<file path="src/rtl/axis_dma_packetizer.sv">
`timescale 1ns/1ps
`default_nettype none
// ============================================================================
// Module   : axis_dma_packetizer
// Purpose  : Frames an AXI-Stream toward an S2MM DMA so every packet carries
//            tlast. A packet closes on upstream tlast, after MAX_LEN beats,
//            after TIMEOUT idle cycles, or on a flush pulse. The newest beat
//            sits in a hold register until its successor shows up, so tlast
//            can be attached after the fact. A second register (O) drives
//            the master side.
// Revision : 1.0 - initial release
// ============================================================================
module axis_dma_packetizer #(
  parameter int DATA_WIDTH = 32,
  parameter int MAX_LEN    = 256,
  parameter int TIMEOUT    = 1024
) (
  input  logic                  clk_i,
  input  logic                  rst_i,
  input  logic [DATA_WIDTH-1:0] s_axis_tdata,
  input  logic                  s_axis_tvalid,
  input  logic                  s_axis_tlast,
  output logic                  s_axis_tready,
  output logic [DATA_WIDTH-1:0] m_axis_tdata,
  output logic                  m_axis_tvalid,
  output logic                  m_axis_tlast,
  input  logic                  m_axis_tready,
  input  logic                  flush_i,
  output logic [31:0]           pkt_cnt_o,
  output logic [15:0]           tmo_cnt_o
);

  // MAX_LEN=1 would give a zero-width index; keep at least one bit.
  localparam int IDX_W = (MAX_LEN > 1) ? $clog2(MAX_LEN) : 1;
  localparam int IDL_W = $clog2(TIMEOUT + 1);
  localparam logic [IDX_W-1:0] C_IDX_LAST = IDX_W'(MAX_LEN - 1);
  localparam logic [IDL_W-1:0] C_TMO      = IDL_W'(TIMEOUT);

  logic                  r_h_valid;
  logic [DATA_WIDTH-1:0] r_h_data;
  logic                  r_h_final;
  logic                  r_o_valid;
  logic [DATA_WIDTH-1:0] r_o_data;
  logic                  r_o_last;
  logic [IDX_W-1:0]      r_beat_idx;
  logic [IDL_W-1:0]      r_idle_cnt;
  logic                  r_flush_pend;
  logic [31:0]           r_pkt_cnt;
  logic [15:0]           r_tmo_cnt;

  logic w_o_free;
  logic w_accept;
  logic w_new_final;
  logic w_flush_req;
  logic w_tmo_hit;
  logic w_mv_push;
  logic w_mv_final;
  logic w_mv_close;
  logic w_o_load;
  logic w_o_last;

  // O can take a beat when empty or when it is draining this cycle.
  assign w_o_free      = !r_o_valid || m_axis_tready;
  assign s_axis_tready = !rst_i && (!r_h_valid || w_o_free);
  assign w_accept      = s_axis_tvalid && s_axis_tready;
  assign w_new_final   = s_axis_tlast || (r_beat_idx == C_IDX_LAST);
  assign w_flush_req   = flush_i || r_flush_pend;
  assign w_tmo_hit     = (r_idle_cnt == C_TMO);

  // An accept implies O is free, so the push move needs no extra gating.
  // A new beat always beats a timeout/flush close: the packet simply grows.
  assign w_mv_push  = w_accept && r_h_valid;
  assign w_mv_final = !w_accept && r_h_valid && r_h_final && w_o_free;
  assign w_mv_close = !w_accept && r_h_valid && !r_h_final &&
                      (w_tmo_hit || w_flush_req) && w_o_free;
  assign w_o_load   = w_mv_push || w_mv_final || w_mv_close;
  assign w_o_last   = w_mv_push ? r_h_final : 1'b1;

  // Hold register: captures each accepted beat, empties when a close moves it to O
  always_ff @(posedge clk_i or posedge rst_i) begin
    if (rst_i) begin
      r_h_valid <= 1'b0;
      r_h_data  <= '0;
      r_h_final <= 1'b0;
    end else if (w_accept) begin
      r_h_valid <= 1'b1;
      r_h_data  <= s_axis_tdata;
      r_h_final <= w_new_final;
    end else if (w_mv_final || w_mv_close) begin
      r_h_valid <= 1'b0;
    end
  end

  // Output register: loads from H, holds steady under backpressure, clears on drain
  always_ff @(posedge clk_i or posedge rst_i) begin
    if (rst_i) begin
      r_o_valid <= 1'b0;
      r_o_data  <= '0;
      r_o_last  <= 1'b0;
    end else if (w_o_load) begin
      r_o_valid <= 1'b1;
      r_o_data  <= r_h_data;
      r_o_last  <= w_o_last;
    end else if (m_axis_tready) begin
      r_o_valid <= 1'b0;
    end
  end

  // Beat position within the current packet, restarted by any packet close
  always_ff @(posedge clk_i or posedge rst_i) begin
    if (rst_i) begin
      r_beat_idx <= '0;
    end else if (w_accept) begin
      r_beat_idx <= w_new_final ? '0 : r_beat_idx + IDX_W'(1);
    end else if (w_mv_close) begin
      r_beat_idx <= '0;
    end
  end

  // Idle timer: runs only while a non-final beat waits in H, saturates at TIMEOUT
  always_ff @(posedge clk_i or posedge rst_i) begin
    if (rst_i) begin
      r_idle_cnt <= '0;
    end else if (w_accept) begin
      r_idle_cnt <= '0;
    end else if (r_h_valid && !r_h_final && !w_tmo_hit) begin
      r_idle_cnt <= r_idle_cnt + IDL_W'(1);
    end
  end

  // Flush request memory: survives until the close happens or becomes moot
  always_ff @(posedge clk_i or posedge rst_i) begin
    if (rst_i) begin
      r_flush_pend <= 1'b0;
    end else if (w_flush_req) begin
      if (!r_h_valid || r_h_final || w_mv_close) begin
        r_flush_pend <= 1'b0;
      end else begin
        r_flush_pend <= 1'b1;
      end
    end
  end

  // Statistics: packets emitted (wraps) and forced closes (saturates)
  always_ff @(posedge clk_i or posedge rst_i) begin
    if (rst_i) begin
      r_pkt_cnt <= '0;
      r_tmo_cnt <= '0;
    end else begin
      if (w_o_load && w_o_last) begin
        r_pkt_cnt <= r_pkt_cnt + 32'd1;
      end
      if (w_mv_close && (r_tmo_cnt != 16'hFFFF)) begin
        r_tmo_cnt <= r_tmo_cnt + 16'd1;
      end
    end
  end

  assign m_axis_tvalid = r_o_valid;
  assign m_axis_tdata  = r_o_data;
  assign m_axis_tlast  = r_o_last;
  assign pkt_cnt_o     = r_pkt_cnt;
  assign tmo_cnt_o     = r_tmo_cnt;

endmodule
`default_nettype wire

</file>
<file path="config.mk">
export PLATFORM = sky130hd
export DESIGN_NAME = axis_dma_packetizer
export DESIGN_NICKNAME = d
export VERILOG_FILES = /design/src/rtl/axis_dma_packetizer.sv
export SDC_FILE = /design/constraint.sdc
export NUM_CORES = 1
export LEC_CHECK = 0
export BUFFER_PORTS_ARGS = -buffer_cell sky130_fd_sc_hd__clkbuf_2
export CORE_MARGIN = 1
export CORE_UTILIZATION = 45
export DETAILED_ROUTE_END_ITERATION = 16
export GPL_ROUTABILITY_DRIVEN = 0
export PLACE_DENSITY = 0.68
export REMOVE_ABC_BUFFERS = 1
export SLEW_MARGIN = 20
export SYNTH_ARGS = -nofsm -noshare
export SYNTH_HDL_FRONTEND = slang
export SYNTH_SLANG_ARGS = --single-unit
</file>
<file path="constraint.sdc">
create_clock -name clk_i -period 4.86 [get_ports clk_i]
set_input_delay 0.486 -clock clk_i [delete_from_list [all_inputs] [get_ports clk_i]]
set_output_delay 0.486 -clock clk_i [all_outputs]
set_load 0.01 [all_outputs]
</file>
## Word-level counts from Yosys, hierarchy flattened

Cells that the tools add are included.

| storage, ports and cells | value |
|---|---|
| bits in registers | 136 |
| output and inout bits | 83 |

| cells by class | value |
|---|---|
| add/sub/neg operators | 4 |
| muxes and demuxes | 11 |
| equality and inequality tests | 3 |
| reduce and logical (&&, ||, !) cells | 33 |

Operator list:

| operator | count |
|---|---|
| adder 32 x 1 -> 32 bit, second input constant | 1 |
| two-way mux 8 bit | 3 |
| two-way mux 11 bit | 2 |
| adder 16 x 1 -> 16 bit, second input constant | 1 |
| != test 16 bit, second input constant | 1 |
| logical AND 1 bit | 13 |
| adder 11 x 1 -> 11 bit, second input constant | 1 |
| equality test 11 bit, second input constant | 1 |
| logical OR 1 bit | 10 |
| adder 8 x 1 -> 8 bit, second input constant | 1 |
| equality test 8 bit, second input constant | 1 |
| nonzero test 2 bit | 4 |
| logical NOT 1 bit | 6 |
| two-way mux 1 bit | 6 |

## Longest topological paths before layout

Gate-level depths: netlist (run 1).

| logic depth | value |
|---|---|
| depth in word-level cells | 13 |
| gate-level depth with buffers | 8 |

## Worst setup path before layout (run 1)

OpenSTA, ideal clock, no wires.

| timing path | value |
|---|---|
| path type | input -> register |
| start | in flush_i |
| end | reg r_o_data[10], in the netlist m_axis_tdata[10] |
| path buffers | 1 |
| slack | 2685 ps |
| data arrival time | 2051 ps |
| required time | 4735 ps |
| library setup time | 125 ps |
| cell stages on the path | 5 |
| cell sequence | or2_2 a31o_2 o311ai_2 buf_2 mux2_2 |

| on the way | value |
|---|---|
| word-level cells in the longest chain between the ends | 5 |

RTL lines:

| item | line | RTL |
|---|---|---|
| from (decl) | 28 | `input logic flush_i,` |
| logical OR 1 bit | 67 | `assign w_flush_req = flush_i \|\| r_flush_pend;` |
| logical OR 1 bit | 75 | `(w_tmo_hit \|\| w_flush_req) && w_o_free;` |
| logical AND 1 bit | 74 | `assign w_mv_close = !w_accept && r_h_valid && !r_h_final &&` |
| logical AND 1 bit | 75 |  |
| logical OR 1 bit | 76 | `assign w_o_load = w_mv_push \|\| w_mv_final \|\| w_mv_close;` |
| to (signal assigned) | 102 | `r_o_data <= r_h_data;` |
| to (decl) | 43 | `logic [DATA_WIDTH-1:0] r_o_data;` |

No other way between the ends.
A chain may end at the register's enable or synchronous reset.

## Worst setup path after layout (run 1)

| timing path | value |
|---|---|
| start | reg r_h_valid |
| end | reg r_beat_idx[0] |

| on the way | value |
|---|---|
| word-level cells in the longest chain between the ends | 10 |
| elaborated cells on any way between the ends | 11 |

RTL lines:

| item | line | RTL |
|---|---|---|
| from (decl) | 39 | `logic r_h_valid;` |
| from (signal assigned) | 82 | `r_h_valid <= 1'b0;` |
| from (signal assigned) | 86 | `r_h_valid <= 1'b1;` |
| from (signal assigned) | 90 | `r_h_valid <= 1'b0;` |
| logical NOT 1 bit | 64 | `assign s_axis_tready = !rst_i && (!r_h_valid \|\| w_o_free);` |
| logical OR 1 bit | 64 |  |
| logical AND 1 bit | 64 |  |
| logical AND 1 bit | 65 | `assign w_accept = s_axis_tvalid && s_axis_tready;` |
| logical NOT 1 bit | 74 |  |
| logical AND 1 bit (3 in series) | 74 |  |
| logical AND 1 bit | 75 |  |
| nonzero test 2 bit (no source line) | n/a |  |
| to (signal assigned) | 114 | `r_beat_idx <= w_new_final ? '0 : r_beat_idx + IDX_W'(1);` |
| to (decl) | 45 | `logic [IDX_W-1:0] r_beat_idx;` |

Parallel ways exist; a longest one is shown, timed or not.

==> impl_metrics.csv, run 1 <==
group,metric,value,unit
route,vias,4300,
cts,ctsResizeCount,0,
route,routed_via_density,5.09,
synthesis,async_flop_share,1.00,
global_routing,grt_pass1_vias,4189,
die,core_area,12700,um2
final_layout,layout-drive-gt1-share,0.312,
final_layout,n_antenna_cell,0,
run,drv_cap,0,
sta,rsz0062_at_grt,"false",
placed_design,place_inst,813,
sta,post-route-period-util,0.496,
sta,fmax,415,MHz
die,die_x,116,um
run_status,outcome,"completed",
route,wl_per_cell,14.6,um
final_layout,final_cell_mix,"136 x dfrtp_1, 120 x clkbuf_2, 119 x nand2_1",
synthesis,ys_ff_latch,136,
sta,setup_slack,2.45,ns
synthesis,ys.flop_type,"dfrtp_1",
die,die_y,116,um
setup_path,cp.arrival,2.72,ns
sta,setup-tns-final,0,ns
cts,cts_made_buffers,17,
synthesis,synth_cells,532,
cts,insertion_delay,0.42,ns
setup_path,end_kind,"register",
power,total_power,3.63,mW
synthesis,synth-edff-count,0,
setup_path,worst_setup_path_start_kind,"register",
cts,post_cts_buffers,0,
synthesis,yosysUniqueCellTypes,41,
die,core.rowCount,41,
synthesis,syn_area,5880,um2
final_layout,stdcell_count,845,
cts,clock_path_buffers,2,
synthesis,syn_area_per_cell,11.0,um2
global_routing,antenna_found_initial,0,
cts,clkSinkCount,136,
placed_design,hpwl,8400,um
global_routing,grt_use_total,0.195,
route,drt_iter0_drc,244,
route,dr.pass1.iters,4,
sta,whs,0.219,ns
global_routing,grt-ovfl-total,0,
power,leakage,3.61,nW
power,max-vdd-ir-drop,204,uV
cts,clkTransAtPathRegs,0.06,ns
route,drt-total-wl,12300,um
die,io_pins,121,
cts,cts_tree,"built",
sta,max_slew_margin,0.277,
route,ant_nets,0,
placed_design,pre_cts_ws,2.15,ns
cts,cts_root_buf,"clkbuf_16",
setup_path,critPathKind,"reg -> reg",
min_path,min_path_type,"in -> async",
setup_path,required,5.17,ns
setup_path,path_max_fanout,40,
synthesis,synth_seq_area_share,0.579,
cts,cts-htree-levels,4,
final_layout,area_delta_synth_final,24.8,%
final_layout,final_common_cell,"dfrtp_1",
final_layout,final_nets,703,
die,dieArea,13500,um2
sta,tightest_slew,1.08,ns
global_routing,grt_pass1_wl,20000,um
synthesis,ys_warn_count,0,
placed_design,port_buffers,120,
die,start_util,0.464,
sta,finalMaxSlewViolations,0,
sta,setup_viol,0,
sta,fin_crit,2.41,ns
route,drc_errors,0,
sta,hold_viol_final,0,
cts,cts_hold_buffers,0,
power,power.density,495,nW/um2
sta,fin_skew,0.00696,ns
global_routing,grt_max_degree,81,
## synth_stat cells (2+ instances only)
library cell,number,area share
a21oi_1,12,0.010
a22o_1,2,0.0030
a31oi_1,4,0.0043
and2_1,3,0.0032
and3_1,12,0.013
and4_1,4,0.0060
buf_2,3,0.0026
clkbuf_1,11,0.0070
dfrtp_1,136,0.58
ha_1,5,0.011
inv_1,16,0.010
mux2_2,38,0.073
nand2_1,119,0.076
nand2b_1,6,0.0064
nand3_1,21,0.018
nand4_1,14,0.015
nor2_1,17,0.011
nor2b_1,2,0.0021
nor3_1,15,0.013
nor4_1,4,0.0043
nor4_4,3,0.011
o211ai_1,2,0.0026
o21ai_0,9,0.0077
or2_2,4,0.0043
or3_1,6,0.0064
xnor2_1,33,0.049
xor2_1,17,0.025
## registers in the layout, summed over array words and instances (netlist names)
signal / count
r_h_final: 1
tmo_cnt_o: 16
m_axis_tlast: 1
r_h_data: 32
m_axis_tvalid: 1
pkt_cnt_o: 32
r_h_valid: 1
r_flush_pend: 1
m_axis_tdata: 32
r_idle_cnt: 11
r_beat_idx: 8
## path summary, 6_finish.rpt
kind                                     startpoint                   endpoint  slack (ns)  cells after the start
max                           r_h_valid$_DFFE_PP0P_  r_beat_idx[0]$_DFFE_PP0P_        2.45                      4
min                                           rst_i  pkt_cnt_o[21]$_DFFE_PP0P_        0.22                      2
max reg2reg                   r_h_valid$_DFFE_PP0P_  r_beat_idx[0]$_DFFE_PP0P_        2.45                      4
min reg2reg                r_h_data[25]$_DFFE_PP0P_   r_h_data[25]$_DFFE_PP0P_        0.47                      2
max in group asynchronous                     rst_i   pkt_cnt_o[7]$_DFFE_PP0P_        3.71                      3
min in group clk_i                 s_axis_tdata[24]   r_h_data[24]$_DFFE_PP0P_        0.25                      3
## layer usage
| layer | vias up | track usage | part of all wire |
|---|---|---|---|
| met4 | 0 | 0.0880 | 0.019 |
| met1 | 2127 | 0.241 | 0.45 |
| li1 | 2070 | - | - |
| met5 | - | 0 | 0 |
| met2 | 84 | 0.321 | 0.50 |
| met3 | 19 | 0.0529 | 0.038 |
## layout make-up
cell class,count,area (um2)
repair buffers,124,631
clock buffers,20,467
well taps,172,215
fillers,1089,5340
inverters,16,65.1
flip-flops and latches,136,3400
clock inverters,12,173
multi-input cells,365,2380
## power breakdown
| part | total (mW) | switching [mW] | internal [mW] |
|---|---|---|---|
| Sequential | 1.54 | 0.168 | 1.37 |
| Clock | 1.37 | 0.476 | 0.896 |
| Combinational | 0.714 | 0.375 | 0.339 |
| Total | 3.63 | 1.02 | 2.61 |
## worst max-delay path, cell delays in order (launching register included)
cell and delay, ns:
dfrtp_1 0.55, inv_1 0.18, o21ai_4 0.87, a311oi_1 0.32
mux2_2 0.36
## through the flow
step	cell area, um2	utilization
2_1_floorplan	5810	-
3_5_place_dp	6690	0.528
6_report	7330	0.579
4_1_cts	7330	0.578
3_3_place_gp	6690	0.528
5_1_grt	7330	0.579
## kinds of logic after synthesis
| logic type | Yosys count | synth area share |
|---|---|---|
| mux | 38 | 0.0728 |
| compound gates | 36 | 0.0439 |
| flops | 136 | 0.579 |
| buf+inv | 31 | 0.0217 |
| xor+xnor | 50 | 0.0745 |
| simple gates | 236 | 0.197 |
| fa+ha+maj | 5 | 0.0106 |
No activity file was read; power rests on OpenSTA's default activity.
==> inputs of run 2 (changes only) <==
--- a/config.mk
+++ b/config.mk
@@ -5,12 +5,13 @@
 export SDC_FILE = /design/constraint.sdc
 export NUM_CORES = 1
 export LEC_CHECK = 0
+export ABC_AREA = 1
 export BUFFER_PORTS_ARGS = -buffer_cell sky130_fd_sc_hd__clkbuf_2
 export CORE_MARGIN = 1
 export CORE_UTILIZATION = 45
 export DETAILED_ROUTE_END_ITERATION = 16
 export GPL_ROUTABILITY_DRIVEN = 0
-export PLACE_DENSITY = 0.68
+export PLACE_DENSITY = 0.69
 export REMOVE_ABC_BUFFERS = 1
 export SLEW_MARGIN = 20
 export SYNTH_ARGS = -nofsm -noshare
==> constraint.sdc (replaced) <==
create_clock -name clk_i -period 2 [get_ports clk_i]
set_input_delay 0.2 -clock clk_i [delete_from_list [all_inputs] [get_ports clk_i]]
set_output_delay 0.2 -clock clk_i [all_outputs]
set_load 0.01 [all_outputs]
==> run 2 against run 1 <==
The flow now finishes with violations (negative hold slack). Design area increased by 18%. Count of clock-buffer cells in the layout down 1. Sequential power is 150% higher. Via count up 51%. Non-clock buffer count increased by 47. Global-route usage is 3.7 points higher. Final cell count increased by 52%. Worst setup slack lost 2.3 ns.
==> impl_metrics.csv, run 2 <==
group,metric,value,unit
setup_path,path_buf_inv,2,
synthesis,yosysUniqueCellTypes,31,
synthesis,synthTopCellsByArea,"dfrtp_1 49%, nand2_1 22%, nand3_1 8.7%",
setup_path,worst_path_most_repeated_cell,"nand2_1",
run_status,outcome,"finished with violations",
placed_design,place_inst,1223,
synthesis,synth_seq_area_share,0.491,
final_layout,final_nets,1128,
setup_path,cp_num_cells,10,
die,core.rowCount,45,
synthesis,synth_common_cells,"407 x nand2_1, 136 x dfrtp_1, 121 x nand3_1",
final_layout,ff_latch_area,3400,um2
cts,cts_tree,"built",
route,drc_errors,0,
sta,whs,-0.0440,ns
synthesis,synth_top_area_cell,"dfrtp_1",
setup_path,rr_startpoint,"r_idle_cnt[0]$_DFFE_PP0P_",
sta,hold_viol_final,24,
setup_path,path_max_fanout,30,
synthesis,ys.flop_type,"dfrtp_1",
synthesis,synth.most_common_cell,"nand2_1",
sta,fmax,548,MHz
cts,clkSinkCount,136,
setup_path,reg2reg_to,"pkt_cnt_o[0]$_DFFE_PP0P_",
synthesis,synth_compound_gate_area_share,0.0233,
placed_design,hpwl,11200,um
power,power_frac_seq,0.398,
synthesis,syn_area,6930,um2
cts,cts-htree-levels,4,
final_layout,nFillCells,1370,
cts,cts_made_buffers,17,
synthesis,synth_xor_xnor_area_share,0.0379,
power,combPwrFrac,0.285,
final_layout,final_cell_mix,"407 x nand2_1, 136 x dfrtp_1, 121 x nand3_1",
route,dr.pass1.iters,4,
route,routed_via_density,5.04,
die,start_util,0.458,
global_routing,grt-ovfl-total,0,
synthesis,ys_warn_count,0,
sta,finalMaxSlewViolations,0,
synthesis,synth-simple-area-share,0.382,
placed_design,port_buffers,120,
die,die_x,126,um
run_status,violations,"negative hold slack",
synthesis,synth-edff-count,0,
synthesis,syn_area_per_cell,7.49,um2
final_layout,area_delta_synth_final,25.2,%
global_routing,grt_max_degree,138,
power,power.density,1100,nW/um2
die,core_area,15100,um2
final_layout,multi_input_area,3150,um2
power,leakage,4.48,nW
final_layout,stdcell_count,1286,
cts,post_cts_buffers,0,
synthesis,ys_ff_latch,136,
power,net-switching-power,3.44,mW
sta,fin_crit,1.82,ns
route,drt-total-wl,17300,um
power,internal_power,6.12,mW
setup_path,cpMaxStageDelayCell,"dfrtp_1",
run,drv_cap,0,
setup_path,cp.arrival,2.13,ns
global_routing,antenna_found_initial,0,
synthesis,async_flop_share,1.00,
synthesis,synth_cells,926,
setup_path,end_kind,"register",
die,die_y,126,um
setup_path,ff2ff_path_depth,10,
setup_path,critPathKind,"reg -> reg",
setup_path,worst_setup_path_start_kind,"register",
synthesis,synth_top_family_by_area,"simple AND/OR/NAND/NOR gates",
cts,clock_path_buffers,2,
cts,insertion_delay,0.43,ns
sta,rsz0062_at_grt,"false",
setup_path,cp_top_family,"simple AND/OR/NAND/NOR gates",
route,vias,6485,
final_layout,layout-drive-gt1-share,0.172,
route,drt_iter0_drc,534,
power,switching_share,0.359,
sta,tightest_slew,0.800,ns
route,wl_per_cell,13.4,um
sta,post-route-period-util,0.912,
synthesis,netlist.area_leader.share,0.491,
sta,fin_skew,0.0132,ns
global_routing,grt_pass1_wl,29400,um
synthesis,synthAdderAreaFrac,0.00902,
final_layout,final_common_cell,"nand2_1",
sta,setup-tns-final,0,ns
cts,clkTransAtPathRegs,0.07,ns
power,clkPwrFrac,0.317,
setup_path,max_stage_delay,0.42,ns
setup_path,worst-r2r-setup-slack,0.18,ns
power,total_power,9.56,mW
power,max-vdd-ir-drop,709,uV
setup_path,required,2.31,ns
sta,setup_viol,0,
route,ant_nets,0,
die,io_pins,121,
synthesis,synth.area.mux_share,0,
die,dieArea,15900,um2
cts,cts_root_buf,"clkbuf_16",
min_path,min_path_type,"in -> async",
final_layout,n_antenna_cell,0,
global_routing,grt_use_total,0.232,
sta,max_slew_margin,0.467,
setup_path,crit_chain,"inv_1 > ha_1 > nand3_1 > o21ai_1 > nand2_2 > nand2_8 > nand2_1 > buf_12 > nand2_1 > nand2_1",
global_routing,grt_pass1_vias,6265,
-- run 2: worst max-delay path by stage --
stage | slack, ns | to | start
after floorplan | -4.75 | m_axis_tlast$_DFFE_PP0P_ | rst_i
after global placement | 0.19 | pkt_cnt_o[18]$_DFFE_PP0P_ | r_idle_cnt[0]$_DFFE_PP0P_
after detailed placement | 0.13 | pkt_cnt_o[0]$_DFFE_PP0P_ | r_idle_cnt[0]$_DFFE_PP0P_
after CTS | 0.13 | pkt_cnt_o[0]$_DFFE_PP0P_ | r_idle_cnt[0]$_DFFE_PP0P_
after global routing | 0.06 | pkt_cnt_o[29]$_DFFE_PP0P_ | r_idle_cnt[0]$_DFFE_PP0P_
final | 0.18 | pkt_cnt_o[0]$_DFFE_PP0P_ | r_idle_cnt[0]$_DFFE_PP0P_
-- run 2: kinds of logic after synthesis --
| logic type | after synthesis |
|---|---|
| flops | 136 |
| fa+ha+maj | 5 |
| simple gates | 638 |
| xor+xnor | 30 |
| buf+inv | 88 |
| compound gates | 29 |
-- run 2: tightest hold or removal path, delay by kind of cell --
kind,cells,cell delay (ns)
buffers and inverters,3,0.67
-- run 2: repair_timing --
action / 4_1_cts / 5_1_grt
setup endpoints to repair: 0 / 1
hold endpoints to repair: 31 / 0
gates resized for setup: 0 / 1
hold buffers: 31 / 0
-- run 2: through the flow --
stage	cell area (um2)	util	setup slack [ns]
after floorplan	6760	-	-4.75
after CTS	8670	0.573	0.125
after global routing	8680	0.573	0.0568
after global placement	7800	0.515	0.193
after detailed placement	7800	0.515	0.130
final	8680	0.573	0.176
-- run 2: cell type report --
class                           count  area share
Inverter                           57      0.0254
Tap cell                          188      0.0271
Timing Repair Buffer              171       0.128
Clock buffer                       19      0.0499
Clock inverter                     13      0.0151
Sequential cell                   136       0.392
Multi-Input combinational cell    702       0.362
-- run 2: metal layers --
layer,track usage,wire (um),up-vias
met3,0.0518,710,26
met1,0.298,8000,3060
met4,0.0943,372,0
li1,-,-,3246
met2,0.382,8190,153
met5,0,0,-
-- run 2: power by group through the flow --
| stage | Combinational [mW] | Clock [mW] | Sequential, mW |
|---|---|---|---|
| after floorplan | 1.39 | 0 | 3.94 |
| after detailed placement | 2.69 | 0 | 3.83 |
| after global routing | 3.08 | 3.21 | 3.87 |
| after CTS | 2.74 | 3.09 | 3.79 |
| after global placement | 2.63 | 0 | 3.82 |
| final | 2.72 | 3.03 | 3.80 |
